==> src/rtl/rom24_pkg.sv <==
// Shared constants and types for the 24x8 ROM burst reader.
// Three 8-word banks are addressed as one 24-word space.
package rom24_pkg;

  localparam int ROM_WORDS  = 24;
  localparam int BANK_DEPTH = 8;
  localparam int NUM_ROMS   = 3;
  localparam int DATA_W     = 8;
  localparam int ADDR_W     = 5;

  typedef enum logic [1:0] {
    IDLE  = 2'd0,
    READ  = 2'd1,
    DRAIN = 2'd2
  } state_e;

  // Successor of a global address, wrapping at the top of the ROM.
  function automatic logic [ADDR_W-1:0] next_addr(
    input logic [ADDR_W-1:0] a
  );
    return (a == ADDR_W'(ROM_WORDS - 1)) ? '0 : a + 1'b1;
  endfunction

endpackage

==> src/rtl/rom24_addr_decode.sv <==
// Splits a global address into a one-hot bank select and bank offset.
// hit_o flags addresses inside the 24-word space regardless of enable.
module rom24_addr_decode
  import rom24_pkg::*;
(
  input  logic [ADDR_W-1:0]   addr_i,
  input  logic                en_i,
  output logic [NUM_ROMS-1:0] cs_o,
  output logic [2:0]          addrb_o,
  output logic                hit_o
);

  logic [1:0] bank;

  assign bank    = addr_i[4:3];
  assign hit_o   = (addr_i < ADDR_W'(ROM_WORDS));
  assign addrb_o = en_i ? addr_i[2:0] : 3'd0;

  always_comb begin
    cs_o = '0;
    if (en_i && hit_o) begin
      cs_o = NUM_ROMS'(3'b001 << bank);
    end
  end

endmodule

==> src/rtl/rom24_burst_reader.sv <==
// Burst read controller for the three-bank 24x8 ROM with a
// valid/ready output stage and modulo-24 address walk.
module rom24_burst_reader
  import rom24_pkg::*;
(
  input  logic                clk,
  input  logic                rst,
  input  logic                start,
  input  logic [ADDR_W-1:0]   start_addr,
  input  logic [ADDR_W-1:0]   burst_len,
  output logic                busy,
  output logic [NUM_ROMS-1:0] cs,
  output logic [2:0]          addrb,
  output logic                read_en,
  input  logic [DATA_W-1:0]   datab0,
  input  logic [DATA_W-1:0]   datab1,
  input  logic [DATA_W-1:0]   datab2,
  output logic [DATA_W-1:0]   dout,
  output logic                dout_valid,
  input  logic                dout_ready,
  output logic                done,
  output logic                err
);

  state_e              state_q;
  logic [ADDR_W-1:0]   addr_q;
  logic [ADDR_W-1:0]   addr_d;
  logic [ADDR_W-1:0]   rem_q;
  logic [DATA_W-1:0]   dout_q;
  logic                valid_q;
  logic                busy_q;
  logic                done_q;
  logic                err_q;

  logic                issue;
  logic                hit;
  logic                req_ok;
  logic [ADDR_W-1:0]   dec_addr;

  assign issue = (state_q == READ) && (!valid_q || dout_ready);

  // One decoder serves both the range check in IDLE and bank selection.
  assign dec_addr = (state_q == IDLE) ? start_addr : addr_q;

  rom24_addr_decode u_dec (
    .addr_i  (dec_addr),
    .en_i    (issue),
    .cs_o    (cs),
    .addrb_o (addrb),
    .hit_o   (hit)
  );

  assign req_ok = hit
               && (burst_len != '0)
               && (burst_len <= ADDR_W'(ROM_WORDS));

  assign addr_d = next_addr(addr_q);

  always_ff @(posedge clk or posedge rst) begin
    if (rst) begin
      state_q <= IDLE;
      addr_q  <= '0;
      rem_q   <= '0;
      dout_q  <= '0;
      valid_q <= 1'b0;
      busy_q  <= 1'b0;
      done_q  <= 1'b0;
      err_q   <= 1'b0;
    end else begin
      done_q <= 1'b0;
      err_q  <= 1'b0;
      unique case (state_q)
        IDLE: begin
          if (start) begin
            if (req_ok) begin
              addr_q  <= start_addr;
              rem_q   <= burst_len;
              busy_q  <= 1'b1;
              state_q <= READ;
            end else begin
              err_q <= 1'b1;
            end
          end
        end
        READ: begin
          if (issue) begin
            dout_q  <= datab0 | datab1 | datab2;
            valid_q <= 1'b1;
            addr_q  <= addr_d;
            rem_q   <= rem_q - 1'b1;
            if (rem_q == ADDR_W'(1)) begin
              state_q <= DRAIN;
            end
          end
        end
        DRAIN: begin
          if (valid_q && dout_ready) begin
            valid_q <= 1'b0;
            done_q  <= 1'b1;
            busy_q  <= 1'b0;
            state_q <= IDLE;
          end
        end
        default: state_q <= IDLE;
      endcase
    end
  end

  assign read_en    = issue;
  assign busy       = busy_q;
  assign dout       = dout_q;
  assign dout_valid = valid_q;
  assign done       = done_q;
  assign err        = err_q;

endmodule

==> config.mk <==
export PLATFORM = sky130hd
export DESIGN_NAME = rom24_burst_reader
export DESIGN_NICKNAME = d
export VERILOG_FILES = /design/src/rtl/rom24_pkg.sv /design/src/rtl/rom24_addr_decode.sv /design/src/rtl/rom24_burst_reader.sv
export SDC_FILE = /design/constraint.sdc
export NUM_CORES = 1
export LEC_CHECK = 0
export CORE_MARGIN = 4
export CORE_UTILIZATION = 35
export DETAILED_ROUTE_END_ITERATION = 8
export PLACE_DENSITY = 0.69
export SYNTH_ARGS = -nofsm -noshare
export SYNTH_HDL_FRONTEND = slang
export SYNTH_SLANG_ARGS = --single-unit
==> constraint.sdc <==
create_clock -name clk -period 3.7 [get_ports clk]
set_input_delay 0.555 -clock clk [delete_from_list [all_inputs] [get_ports clk]]
set_output_delay 0.555 -clock clk [all_outputs]
set_load 0.02 [all_outputs]
== Word level (Yosys, flattened, before mapping) ==
Index checks and enable logic that the tools add are counted.
W data, S select, Z words.

* Mux-type cells: 29
* Shift-type cells: 1
* Bitwise logic cells: 2
* Equality and inequality tests: 9
* Add/subtract/negate cells: 2
* Order comparisons: 2
* Reductions and logical operators: 17

{| class="wikitable"
|+ Operator list
! cell !! count
|-
| $mux W5 || 8
|-
| $pmux W5 S2 || 2
|-
| $or A8 B8 Y8 || 2
|-
| $mux W2 || 5
|-
| $mux W1 || 9
|-
| $reduce_and A4 Y1 || 2
|-
| $mux W3 || 2
|-
| $ne A2 B2 Y1 const B || 3
|-
| $pmux W2 S3 || 1
|-
| $reduce_bool A2 Y1 || 3
|-
| $add A5 B1 Y5 const B || 1
|-
| $eq A5 B1 Y1 const B || 1
|-
| $eq A5 B5 Y1 const B || 1
|-
| $le A5 B5 Y1 const B || 1
|-
| $logic_and A1 B1 Y1 || 5
|-
| $lt A5 B5 Y1 const B || 1
|-
| $reduce_and A5 Y1 || 1
|-
| $reduce_bool A5 Y1 || 1
|-
| $sub A5 B1 Y5 const B || 1
|-
| $ne A2 B1 Y1 const B || 2
|-
| $pmux W1 S2 || 2
|-
| $reduce_and A3 Y1 || 1
|-
| $shl A1 B2 Y3 const A || 1
|-
| $eq A2 B1 Y1 const B || 1
|-
| 5 further kinds || 5
|}

* Output and inout bits: 19
* Word-level logic and storage cells: 70
* Input port bits: 38
* Flip-flop bits (word level): 24

== Logic depth before layout (Yosys ltp) ==
* Word-level depth: 8
* Mapped depth: 5
* Mapped depth without buffers: 5

== Cells and area by module ==
From an unflattened synthesis, not the netlist that was laid out.

* Cell total of the unflattened synthesis: 151
* Area, all modules: 1442.6 sq um

{| class="wikitable"
|+ By module, submodules not included
! module !! area each (sq um) !! instances !! sequential area each (sq um) !! cells an instance
|-
| rom24_burst_reader || 1390.1 || 1 || 600.6 || 144
|-
| rom24_addr_decode || 52.6 || 1 || 0.0 || 7
|}

== Worst setup path before layout ==
Ideal clock, no wire load.

* Path kind: input to output
* From: input dout_ready
* To: output cs[0]
* Arrival time: 1.565 ns
* Path slack: 1.580 ns
* Buffers on the path: 1
* Data required time: 3.145 ns
* Stages on the path: 4
* Cells stage by stage: nand2b_1 -> nand2_1 -> clkbuf_1 -> nor3_1

* Longest elaborated chain between the ends: 4

{| class="wikitable"
|+ RTL lines
! what !! line !! source
|-
| from (decl) || rom24_burst_reader.sv:20 || <nowiki>input logic dout_ready,</nowiki>
|-
| $logic_or A1 B1 Y1 || rom24_burst_reader.sv:40 || <nowiki>assign issue = (state_q == READ) && (!valid_q || dout_ready);</nowiki>
|-
| $logic_and A1 B1 Y1 || rom24_burst_reader.sv:40 ||
|-
| $logic_and A1 B1 Y1 || rom24_addr_decode.sv:21 || <nowiki>if (en_i && hit_o) begin</nowiki>
|-
| $mux W3 || rom24_addr_decode.sv:21 ||
|-
| to (decl) || rom24_burst_reader.sv:12 || <nowiki>output logic [NUM_ROMS-1:0] cs,</nowiki>
|}

Every way passes these cells.

== Final worst setup path ==
* From: input dout_ready
* To: output read_en

* Longest elaborated chain between the ends: 2

{| class="wikitable"
|+ RTL lines
! what !! line !! source
|-
| $logic_or A1 B1 Y1 || rom24_burst_reader.sv:40 ||
|-
| $logic_and A1 B1 Y1 || rom24_burst_reader.sv:40 ||
|-
| to (decl) || rom24_burst_reader.sv:14 || <nowiki>output logic read_en,</nowiki>
|}

Every way passes these cells.

==> results.ini <==
[clocking]
clk_root_buffer_cell=clkbuf_8
hold_buffers=0
clock_latency_ns=0.26
clock-sinks=24
numCtsBuffers=3
post_cts_resize_count=0
clkTransAtPathRegs_ns=0.08
htreeDepth=1
clk_path_buf_depth=2
cts_setup_buffers=0
cts_tree=done

[die]
die_height_um=68.7
coreArea_um2=3440
die_x_um=68.7
start_util=0.374
floorplan.die_area_um2=4710
num_io_pins=57
rows=21

[place]
port_buffers=56
post-dp-hpwl_um=2650
placed_area_um2=1910
globalplace.congestion=0.828

[final_layout]
fin_area_um2=1960
nets=238
area_delta_synth_final_pct=52.3
diodes=0
drive_above_1_share=0.0663

[routing]
drt-initial-drc-count=60
viasPerCell=5.33
drc=0
via_count=1291
wl_per_cell_um=14.0
wirelength_um=3380
drt_pre_antenna_iters=5
ant_nets=0

[yosys]
async_flop_share=1.00
yosys.area.top_type=dfrtp_1
muxShareOfSynthArea=0.0117
avgSynthCellArea_um2=9.33
yosys_warnings=0
synthAdderAreaFrac=0.0292
yosys_register_bits=24
synth_compound_area_frac=0.227
mappedNetlistArea_um2=1290
ys_top_cells_by_count=dfrtp_1, nand2_1, nor3_1, o21ai_0
synth_top_family_by_area=simple AND/OR/NAND/NOR gates
yosysSeqAreaShare=0.466
synth-simple-area-share=0.236
synth-main-ff-cell=dfrtp_1
syn_inst=138
synth-edff-count=0
synth_nets=179
synth.distinct_cells=38
synth_xor_area_frac=0
synth_top_cells_by_area=dfrtp_1, nor3_1, nand2_1
synth_most_common_cell=dfrtp_1
synth_top_area_frac=0.466

[flow_run]
max-cap-violations=0

[global_routing]
grt_max_degree=25
antenna_found_initial=0
grt_pass1_vias=1285
grt_pass1_wl_um=5580
grt_overflow=0
gr-usage-all-layers=0.156

[sta]
fin_tns_setup_ns=0
clock.fmax_ghz=0.327
fin_skew_ns=0.00268
grt_setup_unrepaired=false
hold_violations=0
drv_slew=0
finalCriticalPeriod_ns=3.06
slew_headroom=0.393
fin_crit_sh=0.826
finalSetupViolCount=0
tightestPinTransition_ns=0.910

[setup_path]
worstSetupPathType=input pin to output pin
startpoint_type=input pin
worstPathArrival_ns=2.50
critPathRequiredTime_ns=3.14
cp-end-kind=output pin
crit_fanout=9

[pwr]
ir_worst_vdd_v=0.000286
powerDensity_nw_per_um2=656
leakage_nw=0.791

[hold_path]
hp-class=flip-flop to flip-flop

[run_status]
outcome=complete, no violations

-- layout make-up --
cell class,instances,area (um2)
inverters,6,22.5
repair buffers,58,576
well taps,46,57.6
fillers,341,1480
flip-flops and latches,24,601
multi-input cells,104,649
clock buffers,4,55.1
-- where the power goes --
group | internal, mW | switching [mW] | leakage, nW | total, mW
Sequential | 0.366 | 0.0953 | 0.275 | 0.462
Clock | 0.0949 | 0.0835 | 0.0288 | 0.178
Combinational | 0.312 | 0.334 | 0.487 | 0.646
-- cell usage in the layout, fill, tap and decap left out, types with 2 or more instances in the layout --
cell	synthesis	layout
a22oi_1	2	2
and3_1	4	4
nand2b_1	4	4
o21ai_0	10	10
ha_1	3	3
nor3_1	16	16
dfrtp_1	24	24
nor2_1	6	6
o221a_1	2	2
a21oi_1	6	6
a211oi_1	2	2
nand2_1	21	21
nand3_1	2	2
a32oi_1	2	2
inv_1	5	5
buf_4	0	2
clkdlybuf4s50_1	0	56
a31oi_1	3	3
o31ai_1	2	2
clkbuf_8	0	4
-- path summary, 6_finish.rpt --
check | startpoint | endpoint | depth (start not counted) | slack (ns)
min reg2reg | dout[2] | dout[2] | 2 | 0.49
min in group asynchronous | rst | dout[4] | 2 | 0.79
max reg2reg | state_q[0] | rem_q[2] | 6 | 1.74
min | dout[2] | dout[2] | 2 | 0.49
max in group asynchronous | rst | rem_q[3] | 2 | 2.36
max | dout_ready | read_en | 5 | 0.64
-- flip-flops by register name, summed over array words and instances (netlist names) --
register,cells
dout,8
state_q,2
addr_q,5
busy,1
done,1
err,1
dout_valid,1
rem_q,5
-- per-layer routing --
metal | GRT usage | share of wire
met1 | 0.192 | 0.43
met2 | 0.249 | 0.45
met3 | 0.0567 | 0.10
met4 | 0.0571 | 0.013
met5 | 0 | 0
-- logic make-up (layout without fill, tap and decap cells) --
| kind of cell | count (synthesis) | count (layout) |
|---|---|---|
| compound gates | 39 | 39 |
| fa+ha+maj | 3 | 3 |
| buf+inv | 10 | 68 |
| flops | 24 | 24 |
| mux | 1 | 1 |
| simple gates | 61 | 61 |
-- critical path, cell delays in order --
cell             delay [ns]
clkdlybuf4s50_1        0.43
nand2b_1               0.25
nand2_1                0.33
clkinv_1               0.32
clkdlybuf4s50_1        0.62
-- per-stage QoR --
step	instances	hold slack, ns	util	worst slack [ns]	power (mW)
3_5_place_dp	238	0.472	0.554	0.676	1.11
4_1_cts	242	0.492	0.570	0.663	1.29
2_1_floorplan	138	0.498	-	1.58	0.841
6_report	242	0.485	0.570	0.643	1.29
5_1_grt	242	0.518	0.570	0.501	1.39
3_3_place_gp	238	0.462	0.554	0.723	1.10
Note: power is estimated with default switching activity, not from simulation.
